`config.mk`:
```
export PLATFORM = sky130hd
export DESIGN_NAME = fixed_int26_6_accumulate_flat
export DESIGN_NICKNAME = d
export VERILOG_FILES = /design/src/rtl/fixed_int26_6_accumulate_pkg.sv /design/src/rtl/fixed_int26_6_accumulate_if.sv /design/src/rtl/fixed_int26_6_accumulate_output_toggle_buffer.sv /design/src/rtl/fixed_int26_6_accumulate.sv /design/src/flat_wrapper.sv
export SDC_FILE = /design/constraint.sdc
export NUM_CORES = 1
export LEC_CHECK = 0
export CORE_AREA = 2 2 112 114
export CTS_BUF_LIST = sky130_fd_sc_hd__clkbuf_8
export CTS_CLUSTER_SIZE = 24
export DETAILED_ROUTE_END_ITERATION = 8
export DIE_AREA = 0 0 114 116
export GPL_TIMING_DRIVEN = 0
export PLACE_DENSITY = 0.83
export SLEW_MARGIN = 20
export SYNTH_ARGS = -nofsm -noshare
export SYNTH_HDL_FRONTEND = slang
export SYNTH_HIERARCHICAL = 1
export SYNTH_SLANG_ARGS = --single-unit
```
`constraint.sdc`:
```
create_clock -name clk -period 7.1 [get_ports clk]
set_clock_uncertainty 0.05 [all_clocks]
set_input_delay 2.13 -clock clk [delete_from_list [all_inputs] [get_ports clk]]
set_output_delay 2.13 -clock clk [all_outputs]
set_load 0.005 [all_outputs]
```
`src/rtl/fixed_int26_6_accumulate_pkg.sv`:
```
// rtl/fixed_int26_6_accumulate_pkg.sv - shared 26.6 constants, FSM encoding and saturation helper
package fixed_int26_6_accumulate_pkg;

   localparam int FRAC_BITS = 6;
   localparam logic [31:0] FIXED_MAX = 32'h7FFF_FFFF;
   localparam logic [31:0] FIXED_MIN = 32'h8000_0000;

   localparam logic [1:0] ST_IDLE  = 2'd0;
   localparam logic [1:0] ST_ACCUM = 2'd1;
   localparam logic [1:0] ST_EMIT  = 2'd2;

   localparam logic signed [63:0] SAT_HI = 64'sh0000_0000_7FFF_FFFF;
   localparam logic signed [63:0] SAT_LO = 64'shFFFF_FFFF_8000_0000;

   // Callers sign-extend their wide sum to 64 bits first, so accumulators up to 64 bits are covered.
   function automatic logic [31:0] sat32(input logic signed [63:0] v);
      if (v > SAT_HI)
         return FIXED_MAX;
      else if (v < SAT_LO)
         return FIXED_MIN;
      else
         return v[31:0];
   endfunction

endpackage

```
`src/rtl/fixed_int26_6_accumulate_if.sv`:
```
// rtl/fixed_int26_6_accumulate_if.sv - go/done, length, product and result channels of the accumulator
interface fixed_int26_6_accumulate_if #(parameter int COUNT_WIDTH = 32);

   logic                   goValid;
   logic                   goStop;
   logic                   doneValid;
   logic                   doneStop;
   logic                   lengthReady;
   logic [COUNT_WIDTH-1:0] lengthData;
   logic                   lengthStop;
   logic                   productReady;
   logic [31:0]            productData;
   logic                   productStop;
   logic                   resultReady;
   logic [31:0]            resultData;
   logic                   resultStop;

   modport master (
      output goValid, doneStop, lengthReady, lengthData, productReady, productData, resultStop,
      input  goStop, doneValid, lengthStop, productStop, resultReady, resultData
   );

   modport slave (
      input  goValid, doneStop, lengthReady, lengthData, productReady, productData, resultStop,
      output goStop, doneValid, lengthStop, productStop, resultReady, resultData
   );

endinterface

```
`src/rtl/fixed_int26_6_accumulate_output_toggle_buffer.sv`:
```
// rtl/fixed_int26_6_accumulate_output_toggle_buffer.sv - one-entry output register with ready/stop handshake
module fixed_output_toggle_buffer #(
   parameter int WIDTH = 32
) (
   input  logic             clk,
   input  logic             srst,
   input  logic             loadValid,
   input  logic [WIDTH-1:0] loadData,
   output logic             outReady,
   output logic [WIDTH-1:0] outData,
   input  logic             outStop
);

   // Producers only load while the buffer is empty, so load and drain never collide.
   always_ff @(posedge clk) begin
      if (srst)
         outReady <= 1'b0;
      else if (loadValid)
         outReady <= 1'b1;
      else if (outReady && !outStop)
         outReady <= 1'b0;
   end

   always_ff @(posedge clk) begin
      if (loadValid)
         outData <= loadData;
   end

endmodule

```
`src/rtl/fixed_int26_6_accumulate.sv`:
```
// rtl/fixed_int26_6_accumulate.sv - sums N signed 26.6 products and emits one saturated 26.6 result
module fixed_int26_6_accumulate
   import fixed_int26_6_accumulate_pkg::*;
#(
   parameter int ACC_WIDTH   = 40,
   parameter int COUNT_WIDTH = 32
) (
   input logic clk,
   input logic srst,
   fixed_int26_6_accumulate_if.slave bus
);

   logic [1:0]                  state;
   logic signed [ACC_WIDTH-1:0] acc;
   logic [COUNT_WIDTH-1:0]      remaining;
   logic                        lengthXfer;
   logic                        productXfer;
   logic                        emitLoad;
   logic signed [ACC_WIDTH-1:0] productExt;
   logic [31:0]                 satSum;

   assign bus.doneValid   = bus.goValid;
   assign bus.goStop      = bus.doneStop;
   assign bus.lengthStop  = (state != ST_IDLE);
   assign bus.productStop = (state != ST_ACCUM);

   assign lengthXfer  = bus.lengthReady && !bus.lengthStop;
   assign productXfer = bus.productReady && !bus.productStop;
   assign emitLoad    = (state == ST_EMIT) && !bus.resultReady;
   assign productExt  = ACC_WIDTH'(signed'(bus.productData));
   assign satSum      = sat32(64'(acc));

   always_ff @(posedge clk) begin
      if (srst) begin
         state     <= ST_IDLE;
         acc       <= '0;
         remaining <= '0;
      end else begin
         case (state)
            ST_IDLE: begin
               if (lengthXfer) begin
                  remaining <= bus.lengthData;
                  acc       <= '0;
                  state     <= (bus.lengthData == '0) ? ST_EMIT : ST_ACCUM;
               end
            end
            ST_ACCUM: begin
               if (productXfer) begin
                  acc       <= acc + productExt;
                  remaining <= remaining - COUNT_WIDTH'(1);
                  if (remaining == COUNT_WIDTH'(1))
                     state <= ST_EMIT;
               end
            end
            ST_EMIT: begin
               // Stall here until the previous result has drained.
               if (emitLoad)
                  state <= ST_IDLE;
            end
            default: state <= ST_IDLE;
         endcase
      end
   end

   fixed_output_toggle_buffer #(.WIDTH(32)) uOutBuf (
      .clk       (clk),
      .srst      (srst),
      .loadValid (emitLoad),
      .loadData  (satSum),
      .outReady  (bus.resultReady),
      .outData   (bus.resultData),
      .outStop   (bus.resultStop)
   );

endmodule

```
`src/flat_wrapper.sv`:
```
// flat-port wrapper written by rule: the top's interface ports become plain ports
module fixed_int26_6_accumulate_flat import fixed_int26_6_accumulate_pkg::*;
#(
   parameter int ACC_WIDTH   = 40,
   parameter int COUNT_WIDTH = 32
)
  (clk, srst, bus_goValid, bus_doneStop, bus_lengthReady, bus_lengthData, bus_productReady, bus_productData, bus_resultStop, bus_goStop, bus_doneValid, bus_lengthStop, bus_productStop, bus_resultReady, bus_resultData);
  fixed_int26_6_accumulate_if #(.COUNT_WIDTH(COUNT_WIDTH)) bus_i ();
  input logic clk;
  input logic srst;
  input wire logic [$bits(bus_i.goValid)-1:0] bus_goValid;
  input wire logic [$bits(bus_i.doneStop)-1:0] bus_doneStop;
  input wire logic [$bits(bus_i.lengthReady)-1:0] bus_lengthReady;
  input wire logic [$bits(bus_i.lengthData)-1:0] bus_lengthData;
  input wire logic [$bits(bus_i.productReady)-1:0] bus_productReady;
  input wire logic [$bits(bus_i.productData)-1:0] bus_productData;
  input wire logic [$bits(bus_i.resultStop)-1:0] bus_resultStop;
  output wire logic [$bits(bus_i.goStop)-1:0] bus_goStop;
  output wire logic [$bits(bus_i.doneValid)-1:0] bus_doneValid;
  output wire logic [$bits(bus_i.lengthStop)-1:0] bus_lengthStop;
  output wire logic [$bits(bus_i.productStop)-1:0] bus_productStop;
  output wire logic [$bits(bus_i.resultReady)-1:0] bus_resultReady;
  output wire logic [$bits(bus_i.resultData)-1:0] bus_resultData;
  assign bus_i.goValid = bus_goValid;
  assign bus_i.doneStop = bus_doneStop;
  assign bus_i.lengthReady = bus_lengthReady;
  assign bus_i.lengthData = bus_lengthData;
  assign bus_i.productReady = bus_productReady;
  assign bus_i.productData = bus_productData;
  assign bus_i.resultStop = bus_resultStop;
  assign bus_goStop = bus_i.goStop;
  assign bus_doneValid = bus_i.doneValid;
  assign bus_lengthStop = bus_i.lengthStop;
  assign bus_productStop = bus_i.productStop;
  assign bus_resultReady = bus_i.resultReady;
  assign bus_resultData = bus_i.resultData;
  fixed_int26_6_accumulate #(.ACC_WIDTH(ACC_WIDTH), .COUNT_WIDTH(COUNT_WIDTH)) u_core (.clk(clk), .srst(srst), .bus(bus_i));
endmodule
```
==> results of run 1 <==
cell type report:
cell class / count / area [um2] / area share [%]
Sequential cell: 107 / 2460 / 28.8
Clock inverter: 7 / 115 / 1.35
Timing Repair Buffer: 108 / 1070 / 12.6
Buffer: 50 / 214 / 2.51
Clock buffer: 9 / 124 / 1.45
Tap cell: 147 / 184 / 2.15
Inverter: 14 / 52.6 / 0.615
Multi-Input combinational cell: 683 / 4320 / 50.5
registers in the layout, indices dropped and copies added (netlist names):
register                 flops
u_core/acc                  40
u_core/remaining            32
u_core/state                 2
u_core/uOutBuf/outData      32
u_core/uOutBuf/outReady      1
placed cells by master (no fill, tap or decap), types with 32 or more instances in the layout:
cell	instances
clkdlybuf4s50_1	105
a21oi_1	91
nand2_1	91
dfxtp_1	75
nor2_1	74
o21ai_0	60
a21o_1	45
ha_1	41
clkbuf_1	35
edfxtp_1	32
report_power, final:
part           switching, W  internal, W
clock              0.000221     0.000234
combinational      0.000342     0.000238
sequential        0.0000503     0.000697
total              0.000613      0.00117
per-layer routing:
metal  wire [um]  global-route usage [%]
met3        1880                    6.07
met5           0                       0
met1        9160                    43.6
met2        9170                    49.2
met4         445                    10.0
logic make-up (layout without fill, tap and decap cells):
family / after synthesis / in the layout / synth area share (%)
AO/OA/AOI/OAI: 316 / 316 / 28.8
AND/OR/NAND/NOR: 289 / 289 / 20.3
flip-flops: 107 / 107 / 35.0
buffers and inverters: 64 / 188 / 3.79
adder cells (fa/ha/maj): 42 / 42 / 7.57
XOR/XNOR: 32 / 32 / 3.98
multiplexers: 4 / 4 / 0.569
per-stage QoR:
stage | instance area [um2] | instances
final | 8540 | 1125
after global routing | 8540 | 1125
after CTS | 8540 | 1125
after detailed placement | 8300 | 1109
after global placement | 8270 | 1106
after floorplan | 7040 | 854
final timing paths:
path,start,endpoint,cells after the start
setup / recovery,bus_goValid,bus_doneValid,2
hold / removal,u_core/acc[3],u_core/acc[3],2
setup reg to reg,u_core/acc[0],u_core/acc[20],10
hold reg to reg,u_core/acc[3],u_core/acc[3],2
==> results.sh, run 1 <==
export IMPL_status="complete, no violations"
export IMPL_criticalPathCategory="primary input to output port"
export IMPL_worst_slew_pin_transition_ns=0.812
export IMPL_setup_viol=0
export IMPL_critPathBufInv=2
export IMPL_hold_buffers=0
export IMPL_start_util_pct=59.1
export IMPL_cts_sinks=107
export IMPL_irDropWorstVdd_v=0.000118
export IMPL_finalCritPeriodShare_pct=68.5
export IMPL_synth_top_cells_by_area="dfxtp_1 21%, edfxtp_1 14%, ha_1 7.3%"
export IMPL_wire_per_inst_um=18.4
export IMPL_avgSynthCellArea_um2=8.24
export IMPL_postCtsSetupBuffers=0
export IMPL_place_port_buffers=105
export IMPL_slew_headroom_pct=45.6
export IMPL_synthDistinctLibCells=72
export IMPL_drive_above_1_share_pct=5.11
export IMPL_pre_cts_slack_ns=1.87
export IMPL_fp_dieH_um=116
export IMPL_fin_nets=1086
export IMPL_min_period_ns=4.87
export IMPL_rsz0062_at_grt="no"
export IMPL_num_vias=7262
export IMPL_drc=0
export IMPL_synth_edff_count=32
export IMPL_cp_cell_sequence="buf_4, clkdlybuf4s50_1"
export IMPL_clock_root_buffer="clkbuf_8"
export IMPL_antenna_found_initial=0
export IMPL_die_x_um=114
export IMPL_crit_required_ns=4.92
export IMPL_clockBufferDepth=2
export IMPL_io_pins=108
export IMPL_fill_cells=968
export IMPL_core_area_um2=11900
export IMPL_cts_tree="done"
export IMPL_total_leakage_power_nw=3.39
export IMPL_grt_max_degree=18
export IMPL_wirelength_um=20700
export IMPL_numCtsBuffers=9
export IMPL_clock_latency_ns=0.39
export IMPL_power_density_nw_per_um2=209
export IMPL_grt_pass1_vias=6742
export IMPL_hold_violations=0
export IMPL_syn_to_final_growth_pct=21.3
export IMPL_crit_fanout=1
export IMPL_timing_setup_tns_ns=0
export IMPL_power_w=0.00178
export IMPL_crit_family="buffers and inverters"
export IMPL_viasPerCell=6.46
export IMPL_yosysTopAreaCell="dfxtp_1"
export IMPL_synth_top_area_share_pct=21.3
export IMPL_ys_ff_latch=107
export IMPL_whs_ns=0.433
export IMPL_worstSetupEndpointType="output port"
export IMPL_grt_use_total_pct=31.3
export IMPL_postCtsResizedCells=0
export IMPL_fin_ws_ns=2.23
export IMPL_h_tree_depth=3
export IMPL_drtIter0Drc=847
export IMPL_num_antenna_cells=0
export IMPL_grt_pass1_wl_um=33000
export IMPL_synth_ff_type="dfxtp_1"
export IMPL_slowest_delay_ns=0.48
export IMPL_hold_class="flop to flop"
export IMPL_rows=40
export IMPL_fmax_ghz=0.205
export IMPL_netlist_instances=854
export IMPL_post_dp_hpwl_um=15300
export IMPL_final_util_pct=71.7
export IMPL_grt_ovfl_total=0
export IMPL_ant_nets=0
export IMPL_firstDrtPassIters=5
export IMPL_path_clk_slew_ns=0.10
export IMPL_place_gp_congestion=0.953
export IMPL_critPathArrivalTime_ns=2.69
export IMPL_ys_warn_count=6
export IMPL_max_cap_violations=0
export IMPL_slew_viol_final=0
export IMPL_synth_area_um2=7040
export IMPL_ys_top_cells_by_count="91 x a21oi_1, 91 x nand2_1, 75 x dfxtp_1"
export IMPL_ff2ff_setup_slack_ns=4.14
export IMPL_start_kind="primary input"
export IMPL_die_area_um2=13200
export IMPL_slowest_stage="clkdlybuf4s50_1"
export IMPL_ys_seq_area_share_pct=35.0
export IMPL_async_reset_ff_share_pct=0
export IMPL_synth_nets=967
No activity file was read; power rests on OpenSTA's default activity.
==> run 2, diff against run 1 <==
--- a/config.mk
+++ b/config.mk
@@ -5,13 +5,13 @@
 export SDC_FILE = /design/constraint.sdc
 export NUM_CORES = 1
 export LEC_CHECK = 0
-export CORE_AREA = 2 2 112 114
+export CORE_AREA = 2 2 115 117
 export CTS_BUF_LIST = sky130_fd_sc_hd__clkbuf_8
 export CTS_CLUSTER_SIZE = 24
 export DETAILED_ROUTE_END_ITERATION = 8
-export DIE_AREA = 0 0 114 116
+export DIE_AREA = 0 0 117 119
 export GPL_TIMING_DRIVEN = 0
-export PLACE_DENSITY = 0.83
+export PLACE_DENSITY = 0.79
 export SLEW_MARGIN = 20
 export SYNTH_ARGS = -nofsm -noshare
 export SYNTH_HDL_FRONTEND = slang
==> constraint.sdc (replaced) <==
create_clock -name clk -period 4.6 [get_ports clk]
set_clock_uncertainty 0.05 [all_clocks]
set_input_delay 1.38 -clock clk [delete_from_list [all_inputs] [get_ports clk]]
set_output_delay 1.38 -clock clk [all_outputs]
set_load 0.005 [all_outputs]
==> results.sh, run 2 (synthesis results as in run 1) <==
export IMPL_status="complete, no violations"
export IMPL_fmax_ghz=0.241
export IMPL_hold_buffers=0
export IMPL_wire_per_inst_um=17.6
export IMPL_grt_max_degree=17
export IMPL_cts_tree="done"
export IMPL_slew_headroom_pct=36.4
export IMPL_postCtsSetupBuffers=0
export IMPL_layout_commonest_cell="clkdlybuf4s50_1"
export IMPL_place_port_buffers=105
export IMPL_hold_class="flop to flop"
export IMPL_clock_latency_ns=0.39
export IMPL_irDropWorstVdd_v=0.000164
export IMPL_fill_cells=1131
export IMPL_grt_ovfl_total=0
export IMPL_wirelength_um=20300
export IMPL_rows=42
export IMPL_io_pins=108
export IMPL_cts_sinks=107
export IMPL_slew_viol_final=0
export IMPL_fin_nets=1086
export IMPL_drc=0
export IMPL_drive_above_1_share_pct=4.91
export IMPL_num_vias=7202
export IMPL_numCtsBuffers=9
export IMPL_h_tree_depth=3
export IMPL_place_gp_congestion=0.956
export IMPL_top_regs="u_core/acc x40, u_core/remaining x32, u_core/uOutBuf/outData x32"
export IMPL_firstDrtPassIters=5
export IMPL_post_dp_hpwl_um=15400
export IMPL_rsz0062_at_grt="no"
export IMPL_fp_dieH_um=119
export IMPL_max_cap_violations=0
export IMPL_path_clk_slew_ns=0.10
export IMPL_start_kind="primary input"
export IMPL_hold_violations=0
export IMPL_syn_to_final_growth_pct=21.1
export IMPL_largest_reg_flops=40
export IMPL_grt_pass1_wl_um=32500
export IMPL_viasPerCell=6.24
export IMPL_reg2regPathDepth=10
export IMPL_antenna_found_initial=0
export IMPL_start_util_pct=54.7
export IMPL_mostFrequentLayoutCells="105 x clkdlybuf4s50_1, 91 x a21oi_1, 91 x nand2_1, 75 x dfxtp_1, 74 x nor2_1"
export IMPL_total_leakage_power_nw=3.37
export IMPL_num_antenna_cells=0
export IMPL_clock_root_buffer="clkbuf_8"
export IMPL_grt_use_total_pct=29.6
export IMPL_critPathArrivalTime_ns=4.37
export IMPL_worst_slew_pin_transition_ns=0.945
export IMPL_whs_path_depth=2
export IMPL_grt_pass1_vias=6563
export IMPL_power_w=0.00260
export IMPL_place_area_um2=8340
export IMPL_postCtsResizedCells=0
export IMPL_clockBufferDepth=2
export IMPL_final_cell_area_um2=8530
export IMPL_largest_register="u_core/acc"
export IMPL_die_area_um2=13900
export IMPL_crit_fanout=11
export IMPL_timing_setup_tns_ns=0
export IMPL_core_area_um2=12900
export IMPL_whs_ns=0.435
export IMPL_crit_required_ns=4.82
export IMPL_final_util_pct=66.2
export IMPL_worstSetupEndpointType="flop"
export IMPL_drtIter0Drc=873
export IMPL_min_period_ns=4.15
export IMPL_setup_viol=0
export IMPL_ant_nets=0
export IMPL_power_density_nw_per_um2=305
export IMPL_die_x_um=117
export IMPL_criticalPathCategory="primary input to flop"
export IMPL_finalCritPeriodShare_pct=90.2
[run 2: cell types whose count changed in the layout (fill, tap and decap cells not counted), sizes merged]
cell    before  now
bufinv       3    0
clkinv       1    0
clkbuf      45   48
inv         16   17
[run 2: where the power goes]
| group | internal, W | switching (W) | total (W) |
|---|---|---|---|
| registers | 0.00108 | 0.0000760 | 0.00115 |
| logic | 0.000368 | 0.000523 | 0.000891 |
| clock network | 0.000236 | 0.000323 | 0.000559 |
| total | 0.00168 | 0.000922 | 0.00260 |
[run 2: metrics by stage]
step / setup slack, ns / cells
floorplan: 0.958 / 854
global placement: -0.443 / 1135
detailed placement: 0.117 / 1138
CTS: 0.518 / 1154
global route: 0.270 / 1154
finish: 0.453 / 1154
[run 2: cell type report]
cell class	instances	area [um2]	share of cell area, %
Inverter	14	52.6	0.616
Timing Repair Buffer	108	1080	12.6
Tap cell	176	220	2.58
Buffer	50	214	2.51
Sequential cell	107	2460	28.9
Clock inverter	4	18.8	0.220
Multi-Input combinational cell	683	4320	50.6
Clock buffer	12	165	1.94
[run 2: layer usage]
layer / global-route usage (%) / routed length [um] / vias up / part of all wire (%)
met3: 5.70 / 1810 / 34 / 8.9
met1: 42.1 / 8940 / 3381 / 44
met4: 10.7 / 475 / 0 / 2.3
li1: - / - / 3426 / -
met5: 0 / 0 / - / 0
met2: 44.5 / 9090 / 361 / 45
[run 2: path summary, 6_finish.rpt]
path / slack (ns) / start / end
setup / recovery: 0.45 / bus_productData[31] / u_core/acc[39]
setup reg to reg: 1.57 / u_core/acc[0] / u_core/acc[20]
hold / removal: 0.43 / u_core/remaining[1] / u_core/remaining[1]
hold reg to reg: 0.43 / u_core/remaining[1] / u_core/remaining[1]
[run 2: critical path, cell delays in order]
cell and delay [ns]:
clkdlybuf4s50_1 0.75, ha_1 0.31, clkbuf_1 0.17, a21o_1 0.21, a21oi_1 0.15, a21boi_0 0.13
a311oi_1 0.49, a21oi_1 0.15, nor3_2 0.29, mux2i_1 0.23, o211ai_1 0.10
